File: config.mk
export PLATFORM = sky130hd
export DESIGN_NAME = compare_pipe
export DESIGN_NICKNAME = d
export VERILOG_FILES = /design/src/rtl/cmp_pkg.sv /design/src/rtl/carry_lookahead_adder.sv /design/src/rtl/pipe_stage_ctl.sv /design/src/rtl/zvn.sv /design/src/rtl/compare_pipe.sv
export SDC_FILE = /design/constraint.sdc
export NUM_CORES = 1
export LEC_CHECK = 0
export CAP_MARGIN = 20
export CORE_MARGIN = 2
export CORE_UTILIZATION = 44
export DETAILED_ROUTE_END_ITERATION = 10
export GPL_TIMING_DRIVEN = 0
export PLACE_DENSITY = 0.76
export SLEW_MARGIN = 20
export SYNTH_ARGS = -nofsm -noshare
export SYNTH_HDL_FRONTEND = slang
export SYNTH_SLANG_ARGS = --single-unit
File: constraint.sdc
create_clock -name clk -period 6.7 [get_ports clk]
set_input_delay 0.67 -clock clk [delete_from_list [all_inputs] [get_ports clk]]
set_output_delay 0.67 -clock clk [all_outputs]
set_load 0.02 [all_outputs]
File: src/rtl/cmp_pkg.sv
// Shared compare-mode encodings, flag bundle and the flags+mode -> boolean decode.
package cmp_pkg;

  localparam logic [1:0] CMP_LTU = 2'b00;
  localparam logic [1:0] CMP_EQ  = 2'b01;
  localparam logic [1:0] CMP_LT  = 2'b10;
  localparam logic [1:0] CMP_LE  = 2'b11;

  typedef struct packed {
    logic z;
    logic v;
    logic n;
    logic c;
  } flags_t;

  function automatic logic cmp_decode(input flags_t f, input logic [1:0] fn);
    logic cmp_bit;
    case (fn)
      CMP_EQ:  cmp_bit = f.z;
      CMP_LT:  cmp_bit = f.n ^ f.v;
      CMP_LE:  cmp_bit = f.z | (f.n ^ f.v);
      default: cmp_bit = ~f.c;
    endcase
    return cmp_bit;
  endfunction

endpackage

File: src/rtl/carry_lookahead_adder.sv
// Generate/propagate adder: sum = a + b + cin, with carry-out.
module carry_lookahead_adder #(
  parameter int WIDTH = 16
) (
  input  logic [WIDTH-1:0] a,
  input  logic [WIDTH-1:0] b,
  input  logic             cin,
  output logic [WIDTH-1:0] sum,
  output logic             cout
);

  logic [WIDTH-1:0] g;
  logic [WIDTH-1:0] p;
  logic [WIDTH:0]   carry;

  assign g = a & b;
  assign p = a ^ b;

  // NOTE: carry[0] is written before the loop and every later bit inside it,
  // so each bit is assigned on every evaluation and no latch can be inferred.
  always_comb begin
    carry[0] = cin;
    for (int i = 0; i < WIDTH; i++) begin
      carry[i+1] = g[i] | (p[i] & carry[i]);
    end
  end

  assign sum  = p ^ carry[WIDTH-1:0];
  assign cout = carry[WIDTH];

endmodule

File: src/rtl/pipe_stage_ctl.sv
// Valid bit and advance/load terms for one elastic pipeline stage.
module pipe_stage_ctl (
  input  logic clk,
  input  logic rst_n,
  input  logic up_valid,
  input  logic down_ready,
  output logic valid,
  output logic adv,
  output logic load
);

  assign adv  = ~valid | down_ready;
  assign load = adv & up_valid;

  // NOTE: state registers use non-blocking assignment so every flop samples
  // pre-edge values regardless of process evaluation order.
  always_ff @(posedge clk or negedge rst_n) begin
    if (!rst_n) begin
      valid <= 1'b0;
    end else if (adv) begin
      valid <= up_valid;
    end
  end

endmodule

File: src/rtl/zvn.sv
// Zero / signed-overflow / negative flags of a subtraction result a - b.
module zvn #(
  parameter int WIDTH = 16
) (
  input  logic             a_msb,
  input  logic             b_msb,
  input  logic [WIDTH-1:0] sum,
  output logic             z,
  output logic             v,
  output logic             n
);

  assign z = (sum == '0);
  assign n = sum[WIDTH-1];
  // Overflow only when operand signs differ and the result sign left a's sign.
  assign v = (a_msb != b_msb) && (sum[WIDTH-1] != a_msb);

endmodule

File: src/rtl/compare_pipe.sv
// Two-stage pipelined a - b with Z/V/N/C flags and a four-mode compare result.
module compare_pipe
  import cmp_pkg::*;
#(
  parameter int WIDTH         = 16,
  parameter bit REG_OUT_FLAGS = 1'b1
) (
  input  logic             clk,
  input  logic             rst_n,
  input  logic             in_valid,
  output logic             in_ready,
  input  logic [WIDTH-1:0] a,
  input  logic [WIDTH-1:0] b,
  input  logic [1:0]       cmp_fn,
  output logic             out_valid,
  input  logic             out_ready,
  output logic [WIDTH-1:0] result,
  output logic             z,
  output logic             v,
  output logic             n,
  output logic             c
);

  logic s1_v, s1_adv, s1_load;
  logic s2_v, s2_adv, s2_load;

  logic [WIDTH-1:0] s1_a;
  logic [WIDTH-1:0] s1_b;
  logic [1:0]       s1_fn;

  logic [WIDTH-1:0] diff;
  logic             carry_out;
  flags_t           s2_in_flags;
  logic             s2_in_cmp;

  flags_t           s2_flags;
  logic             s2_cmp;

  pipe_stage_ctl u_s1_ctl (
    .clk        (clk),
    .rst_n      (rst_n),
    .up_valid   (in_valid),
    .down_ready (s2_adv),
    .valid      (s1_v),
    .adv        (s1_adv),
    .load       (s1_load)
  );

  pipe_stage_ctl u_s2_ctl (
    .clk        (clk),
    .rst_n      (rst_n),
    .up_valid   (s1_v),
    .down_ready (out_ready),
    .valid      (s2_v),
    .adv        (s2_adv),
    .load       (s2_load)
  );

  assign in_ready  = s1_adv;
  assign out_valid = s2_v;

  // NOTE: payload registers are reset as well, because result and flags must
  // read as zero out of reset, not just be qualified by out_valid.
  always_ff @(posedge clk or negedge rst_n) begin
    if (!rst_n) begin
      s1_a  <= '0;
      s1_b  <= '0;
      s1_fn <= CMP_LTU;
    end else if (s1_load) begin
      s1_a  <= a;
      s1_b  <= b;
      s1_fn <= cmp_fn;
    end
  end

  // Subtraction only: invert b and force the carry-in high.
  carry_lookahead_adder #(.WIDTH(WIDTH)) u_cla (
    .a    (s1_a),
    .b    (~s1_b),
    .cin  (1'b1),
    .sum  (diff),
    .cout (carry_out)
  );

  zvn #(.WIDTH(WIDTH)) u_zvn (
    .a_msb (s1_a[WIDTH-1]),
    .b_msb (s1_b[WIDTH-1]),
    .sum   (diff),
    .z     (s2_in_flags.z),
    .v     (s2_in_flags.v),
    .n     (s2_in_flags.n)
  );

  assign s2_in_flags.c = carry_out;
  assign s2_in_cmp     = cmp_decode(s2_in_flags, s1_fn);

  always_ff @(posedge clk or negedge rst_n) begin
    if (!rst_n) begin
      s2_flags <= '0;
      s2_cmp   <= 1'b0;
    end else if (s2_load) begin
      s2_flags <= s2_in_flags;
      s2_cmp   <= s2_in_cmp;
    end
  end

  assign result = {{(WIDTH-1){1'b0}}, s2_cmp};
  assign z      = REG_OUT_FLAGS ? s2_flags.z : 1'b0;
  assign v      = REG_OUT_FLAGS ? s2_flags.v : 1'b0;
  assign n      = REG_OUT_FLAGS ? s2_flags.n : 1'b0;
  assign c      = REG_OUT_FLAGS ? s2_flags.c : 1'b0;

endmodule

==> results of run 1 <==
## worst max-delay path: stages (launching register included)
cell      delay (ns)
dfrtp_1         0.39
ha_2            0.18
fa_2            0.34
fa_2            0.34
fa_2            0.36
fa_2            0.35
fa_2            0.34
fa_2            0.35
fa_2            0.34
fa_2            0.35
fa_2            0.35
fa_2            0.35
fa_2            0.35
fa_2            0.35
fa_2            0.36
fa_2            0.37
buf_4           0.15
buf_4           0.13
fa_1            0.44
a221oi_1        0.39
a21oi_2         0.10
## cell families after synthesis
group | share of synthesized area (%)
DFF | 44.5
buffers and inverters | 10.9
muxes | 22.5
adders and majority gates | 15.0
and+or+nand+nor | 5.16
AOI/OAI and AO/OA | 1.36
other | 0.163
xor gates and xnor gates | 0.380
## power by group through the flow
stage               sequential, mW  clock [mW]  combinational, mW
finish                       0.318       0.163              0.278
global route                 0.325       0.178              0.307
CTS                          0.319       0.166              0.276
detailed placement           0.324           0              0.263
global placement             0.322           0              0.254
floorplan                    0.326           0              0.168
## worst max path at each step
stage               slack, ns                  to  cells after the start           startpoint
floorplan                0.04  s2_cmp$_DFFE_PN0P_                     22  s1_a[0]$_DFFE_PN0P_
global placement        -0.25  s2_cmp$_DFFE_PN0P_                     22  s1_a[0]$_DFFE_PN0P_
detailed placement      -0.37  s2_cmp$_DFFE_PN0P_                     22  s1_a[0]$_DFFE_PN0P_
CTS                     -0.18  s2_cmp$_DFFE_PN0P_                     21  s1_b[0]$_DFFE_PN0P_
global route            -0.22  s2_cmp$_DFFE_PN0P_                     22  s1_a[0]$_DFFE_PN0P_
finish                   -0.1  s2_cmp$_DFFE_PN0P_                     20  s1_b[0]$_DFFE_PN0P_
## registers in the layout (all words and copies together) (netlist names)
| name | cells |
|---|---|
| s1_a | 16 |
| s1_b | 16 |
| s1_fn | 2 |
| c | 1 |
| n | 1 |
| s2_cmp | 1 |
| u_s1_ctl.valid | 1 |
| u_s2_ctl.valid | 1 |
| v | 1 |
| z | 1 |
## synth_stat cells, types with 2 or more instances
cell type  instances
a21oi_1            2
buf_12             3
buf_4             16
dfrtp_1           41
fa_1              16
ha_1               2
inv_1             19
mux2_2             6
mux2_4            30
nand2_1            4
nand2b_1           2
nand4_1            3
## final cells by class
cell class	instances	area (sq um)	area share [%]
buffer	19	180	5.87
clock buffer	7	86.3	2.81
inverter	19	71.3	2.32
multi-input combinational	90	1130	36.9
sequential	41	1030	33.4
tap	70	87.6	2.85
timing repair buffer	49	485	15.8
## through the flow
step / hold slack (ns) / worst slack (ns) / std cells / util (%) / instance area (sq um)
floorplan: 0.374 / 0.0379 / 169 / - / 2380
finish: 0.292 / -0.0956 / 295 / 60.5 / 3070
CTS: 0.295 / -0.180 / 294 / 60.1 / 3050
detailed placement: 0.476 / -0.368 / 284 / 57.6 / 2920
global route: 0.309 / -0.218 / 295 / 60.5 / 3070
global placement: 0.466 / -0.247 / 283 / 57.3 / 2910
## cells in the final DEF, fill, tap and decap left out, drive strengths merged, types with 3 or more instances in the layout
cell and instances:
nand4 3, mux2 36, inv 19, clkdlybuf4s50 43, fa 16, dfrtp 41
clkbuf 7, conb 15, buf 25, nand2 5
## what timing repair did
item | CTS | global route
gates cloned | 0 | 0
endpoints found under the setup margin | 4 | 2
buffers inserted | 3 | 1
hold buffers | 0 | 0
resized for setup | 8 | 2
pin swaps | 4 | 1
## routing by layer
layer / wire length (um) / global-route usage [%] / vias up / share of wire [%]
li1: - / - / 613 / -
met1: 1760 / 19.7 / 644 / 44
met2: 1950 / 24.3 / 41 / 49
met3: 213 / 4.15 / 6 / 5.3
met4: 74 / 6.00 / 0 / 1.9
met5: 0 / 0 / - / 0
==> run metrics, run 1 <==
worst r2r path cells=20; # H-tree levels=2; pwr dens=~250 nW/um^2; Max Slew Vio Count=0; ranking of synthesized cells by area=dfrtp_1, mux2_4, fa_1, buf_4, inv_1; gpl congestion=~0.78; R2R setup slack=-0.1 ns; Leakage=1.46 nW; final worst path period share=101%; final-report setup violation count=1; combinational share of power=between 30% and 40%; Fill cells=around 430; clk root buf=clkbuf_8; Final Hold Viols=0; synthesis-to-finish area growth=33.4%; DRC=0; number of synthesis warnings=0; dominant cell type by area after synthesis=dfrtp_1; RSZ-0062 raised after global routing=yes; setup TNS=-0.0956 ns; CP Class=register to register; FF+latch count, synth=41; Boundary Pins=60; asr flop ratio synth=between 90% and 100%; crit-path max FO=2; Iter 0 DRT Violations=64; first-pass GRT wire length=about 6800 um; Layout Skew=~0.0038 ns; sequential cell area fraction in the yosys report=44.5%; largest net degree at the start of global routing=27; Seq pwr share=a little over two fifths; clock buffer depth=2; top cell type's share of synthesized area=44.5%; Detail Placement HPWL=around 3100 um; Wirelength per Cell=around 14 um; Layout Nets=~280; core area=5070 sq um; CP required=roughly 7 ns; reg-to-reg startpoint=s1_b[0]$_DFFE_PN0P_; synthesized instance count=approximately 160; vias in the first global route=1392; Final min period=6.80 ns; number of nets with antenna violations after routing=0; die area=5830 sq um; clk slew on worst S/H paths=about 0.07 ns; cell internal pwr=~530 uW; Psw=229 uW; TritonCTS clock tree=done; cts bufs inserted=5; CTS sink count=between 40 and 50; initial antenna violation count=0; WP data arrival=6.97 ns; Syn Area/Cell=around 15 sq um; vias per cell=between 4 and 5; drt total wl=4000 um; Most used DFF post-synth=dfrtp_1; die extent in x=between 70 and 80 um; Rows=26; sw frac=30.1%; synth unique cells=23; Initial Util=between 40% and 50%; CP endpoint kind=register; port buffer count=44; Final Power=between 700 and 800 uW; HP Class=input port to asynchronous set/reset pin; clock share of power=between 20% and 30%; grt total ovfl=0; Skew-Pair Late Insertion Delay=~0.29 ns; die height=between 70 and 80 um; VDD IR max=approximately 120 uV; synthesized cell area=2300 sq um; via count=between 1k and 1.5k; total track usage=between 10% and 20%; reg2reg end=s2_cmp$_DFFE_PN0P_; Ant. Diodes=0; EDFF count, synth=0; violated checks=setup timing; fraction of layout cells with a size suffix above 1=between 30% and 40%; first drt pass iteration count=4; Max Freq=between 0.1 and 0.15 GHz; Setup crit start kind=register; status=complete, but fails checks; final worst slack=-0.0956 ns; Max-Cap Viols=0
Power figures use the tool's default switching activity.
==> run 2, diff against run 1 <==
--- a/config.mk
+++ b/config.mk
@@ -9,6 +9,7 @@
 export CORE_MARGIN = 2
 export CORE_UTILIZATION = 44
 export DETAILED_ROUTE_END_ITERATION = 10
+export GPL_ROUTABILITY_DRIVEN = 0
 export GPL_TIMING_DRIVEN = 0
 export PLACE_DENSITY = 0.76
 export SLEW_MARGIN = 20
==> results of run 2 <==
Same layout as run 1: the final DEF is identical, and so are final timing and power.
==> run 3, diff against run 2 <==
--- a/config.mk
+++ b/config.mk
@@ -12,7 +12,6 @@
 export GPL_ROUTABILITY_DRIVEN = 0
 export GPL_TIMING_DRIVEN = 0
 export PLACE_DENSITY = 0.76
-export SLEW_MARGIN = 20
 export SYNTH_ARGS = -nofsm -noshare
 export SYNTH_HDL_FRONTEND = slang
 export SYNTH_SLANG_ARGS = --single-unit
==> run 3 against run 2 <==
Effect of this change: the run still ends with setup timing left; clock-buffer cell count stayed put; highest routed layer unchanged; sequential cell count stayed put; critical path type unchanged; global-route usage is 0.39 points higher; critical path depth is 1 higher; utilization is 0.27 points lower; wire length is 0.58% lower; largest cell class unchanged; maximum frequency is 0.62% higher; power is 1.6% higher; clock power is 8% higher.
==> run metrics, run 3 (synthesis results as in run 1) <==
status=complete, but fails checks; violated checks=setup timing; Iter 0 DRT Violations=62; final-report setup violation count=1; Final Hold Viols=0; Slew @ Worst Pin=approximately 0.90 ns; Rows=26; Max-Cap Viols=0; Max Freq=~0.15 GHz; R2R setup slack=-0.05 ns; largest net degree at the start of global routing=42; WHS Path Cells=2; reg2reg end=s2_cmp$_DFFE_PN0P_; most frequent CP cell=fa_2; first drt pass iteration count=4; Detail Placement HPWL=roughly 3000 um; Final Power=771 uW; Skew-Pair Late Insertion Delay=slightly below 0.3 ns; CTS sink count=41; worst relative slew slack=about two fifths; Post-Place Worst Slack=-0.372 ns; Layout Skew=0.00294 ns; synthesis-to-finish area growth=32.8%; core area=between 5000 and 6000 sq um; cts bufs inserted=5; Boundary Pins=60; vias per cell=roughly 4.4; HP Class=register to register; die extent in x=between 70 and 80 um; RSZ-0062 raised after global routing=yes; CP max stage cell=fa_2; VDD IR max=roughly 110 uV; CP required=approximately 6.9 ns; Final min period=about 6.8 ns; initial antenna violation count=0; port buffer count=44; crit-path max cell delay=about 0.44 ns; dpl cell area=just under 3000 sq um; Leakage=between 1 and 1.5 nW; DRC=0; Regs by FF count=s1_a: 16 flops, s1_b: 16 flops, s1_fn: 2 flops; hold_ws=a little under 0.5 ns; # H-tree levels=2; final worst path period share=101%; number of nets with antenna violations after routing=0; Layout Utilization=60.3%; clk root buf=clkbuf_8; Initial Util=45.4%; DP Cell Count=between 200 and 300; CP endpoint kind=register; setup TNS=-0.0535 ns; Layout Nets=280; first-pass GRT wire length=~6900 um; CP Buf/Inv Count=1; Wirelength per Cell=around 13 um; die area=5830 sq um; WHS Endpoint=v$_DFFE_PN0P_; Setup crit start kind=register; die height=~76 um; CP top delay family=adder cells; crit-path max FO=2; clock buffer depth=2; Max Slew Vio Count=0; WP data arrival=roughly 7 ns; pwr dens=252 nW/um^2; most frequent cells in the layout=clkdlybuf4s50_1, dfrtp_1, mux2_4; Post-CTS Hold Buffers=0; worst path cell trace=ha_2 -> fa_2 -> fa_2 -> fa_2 -> fa_2 -> fa_2 -> fa_2 -> fa_2 -> fa_2 -> fa_2 -> fa_2 -> fa_2 -> fa_2 -> fa_2 -> fa_2 -> inv_2 -> fa_2 -> nand4b_1 -> nor4_2 -> nand2_1 -> a21oi_2; Ant. Diodes=0; Hold Crit Start=v$_DFFE_PN0P_; total track usage=about 16%; final worst slack=-0.0535 ns; fraction of layout cells with a size suffix above 1=39.6%; commonest non-fill, non-tap cell in the layout=clkdlybuf4s50_1; non-filler cells in the finished layout=between 200 and 300; via count=~1.3k; drt total wl=3970 um; final instance area=~3100 sq um; TritonCTS clock tree=done; Crit. Startpoint=s1_b[0]$_DFFE_PN0P_; worst r2r path cells=21; grt total ovfl=0; CP Class=register to register; reg-to-reg startpoint=s1_b[0]$_DFFE_PN0P_; vias in the first global route=about 1.4k; clk slew on worst S/H paths=around 0.07 ns
[run 3: cell types whose count changed in the layout (fill, tap and decap cells not counted), sizes merged]
cell	delta
clkinv	+1
buf	-1
[run 3: routing by layer]
| metal | global-route usage (%) | up-vias | part of all wire, % |
|---|---|---|---|
| met2 | 25.1 | 43 | 49 |
| li1 | - | 610 | - |
| met1 | 20.2 | 645 | 44 |
| met5 | 0 | - | 0 |
| met4 | 6.00 | 0 | 1.5 |
| met3 | 4.27 | 4 | 4.9 |
[run 3: area by class of cell]
cell class | count | area [sq um]
buffer | 19 | 180
sequential | 41 | 1030
multi-input combinational | 90 | 1130
clock inverter | 1 | 5.00
inverter | 19 | 71.3
clock buffer | 7 | 96.3
fill | 435 | 2020
timing repair buffer | 48 | 465
tap | 70 | 87.6
[run 3: tightest hold or removal path: stages, from the launching register on]
cell,delay [ns]
dfrtp_1,0.35
nand2_1,0.05
o31ai_1,0.06
[run 3: repair_timing]
item                                    in CTS  in global routing
endpoints found under the setup margin       4                  3
pin swaps                                    4                  2
buffers inserted                             3                  1
gates resized for setup                      8                  1
[run 3: worst max-delay path by stage]
stage / cells past startpoint / slack (ns) / to
after global placement: 22 / -0.25 / s2_cmp$_DFFE_PN0P_
final: 21 / -0.05 / s2_cmp$_DFFE_PN0P_
after CTS: 21 / -0.19 / s2_cmp$_DFFE_PN0P_
after floorplan: 22 / 0.04 / s2_cmp$_DFFE_PN0P_
after detailed placement: 22 / -0.37 / s2_cmp$_DFFE_PN0P_
after global routing: 22 / -0.26 / s2_cmp$_DFFE_PN0P_
[run 3: power breakdown]
part / internal, mW / switching (mW) / total, mW
sequential: 0.288 / 0.0301 / 0.318
clock: 0.0931 / 0.0832 / 0.176
combinational: 0.160 / 0.116 / 0.276
total: 0.541 / 0.230 / 0.771
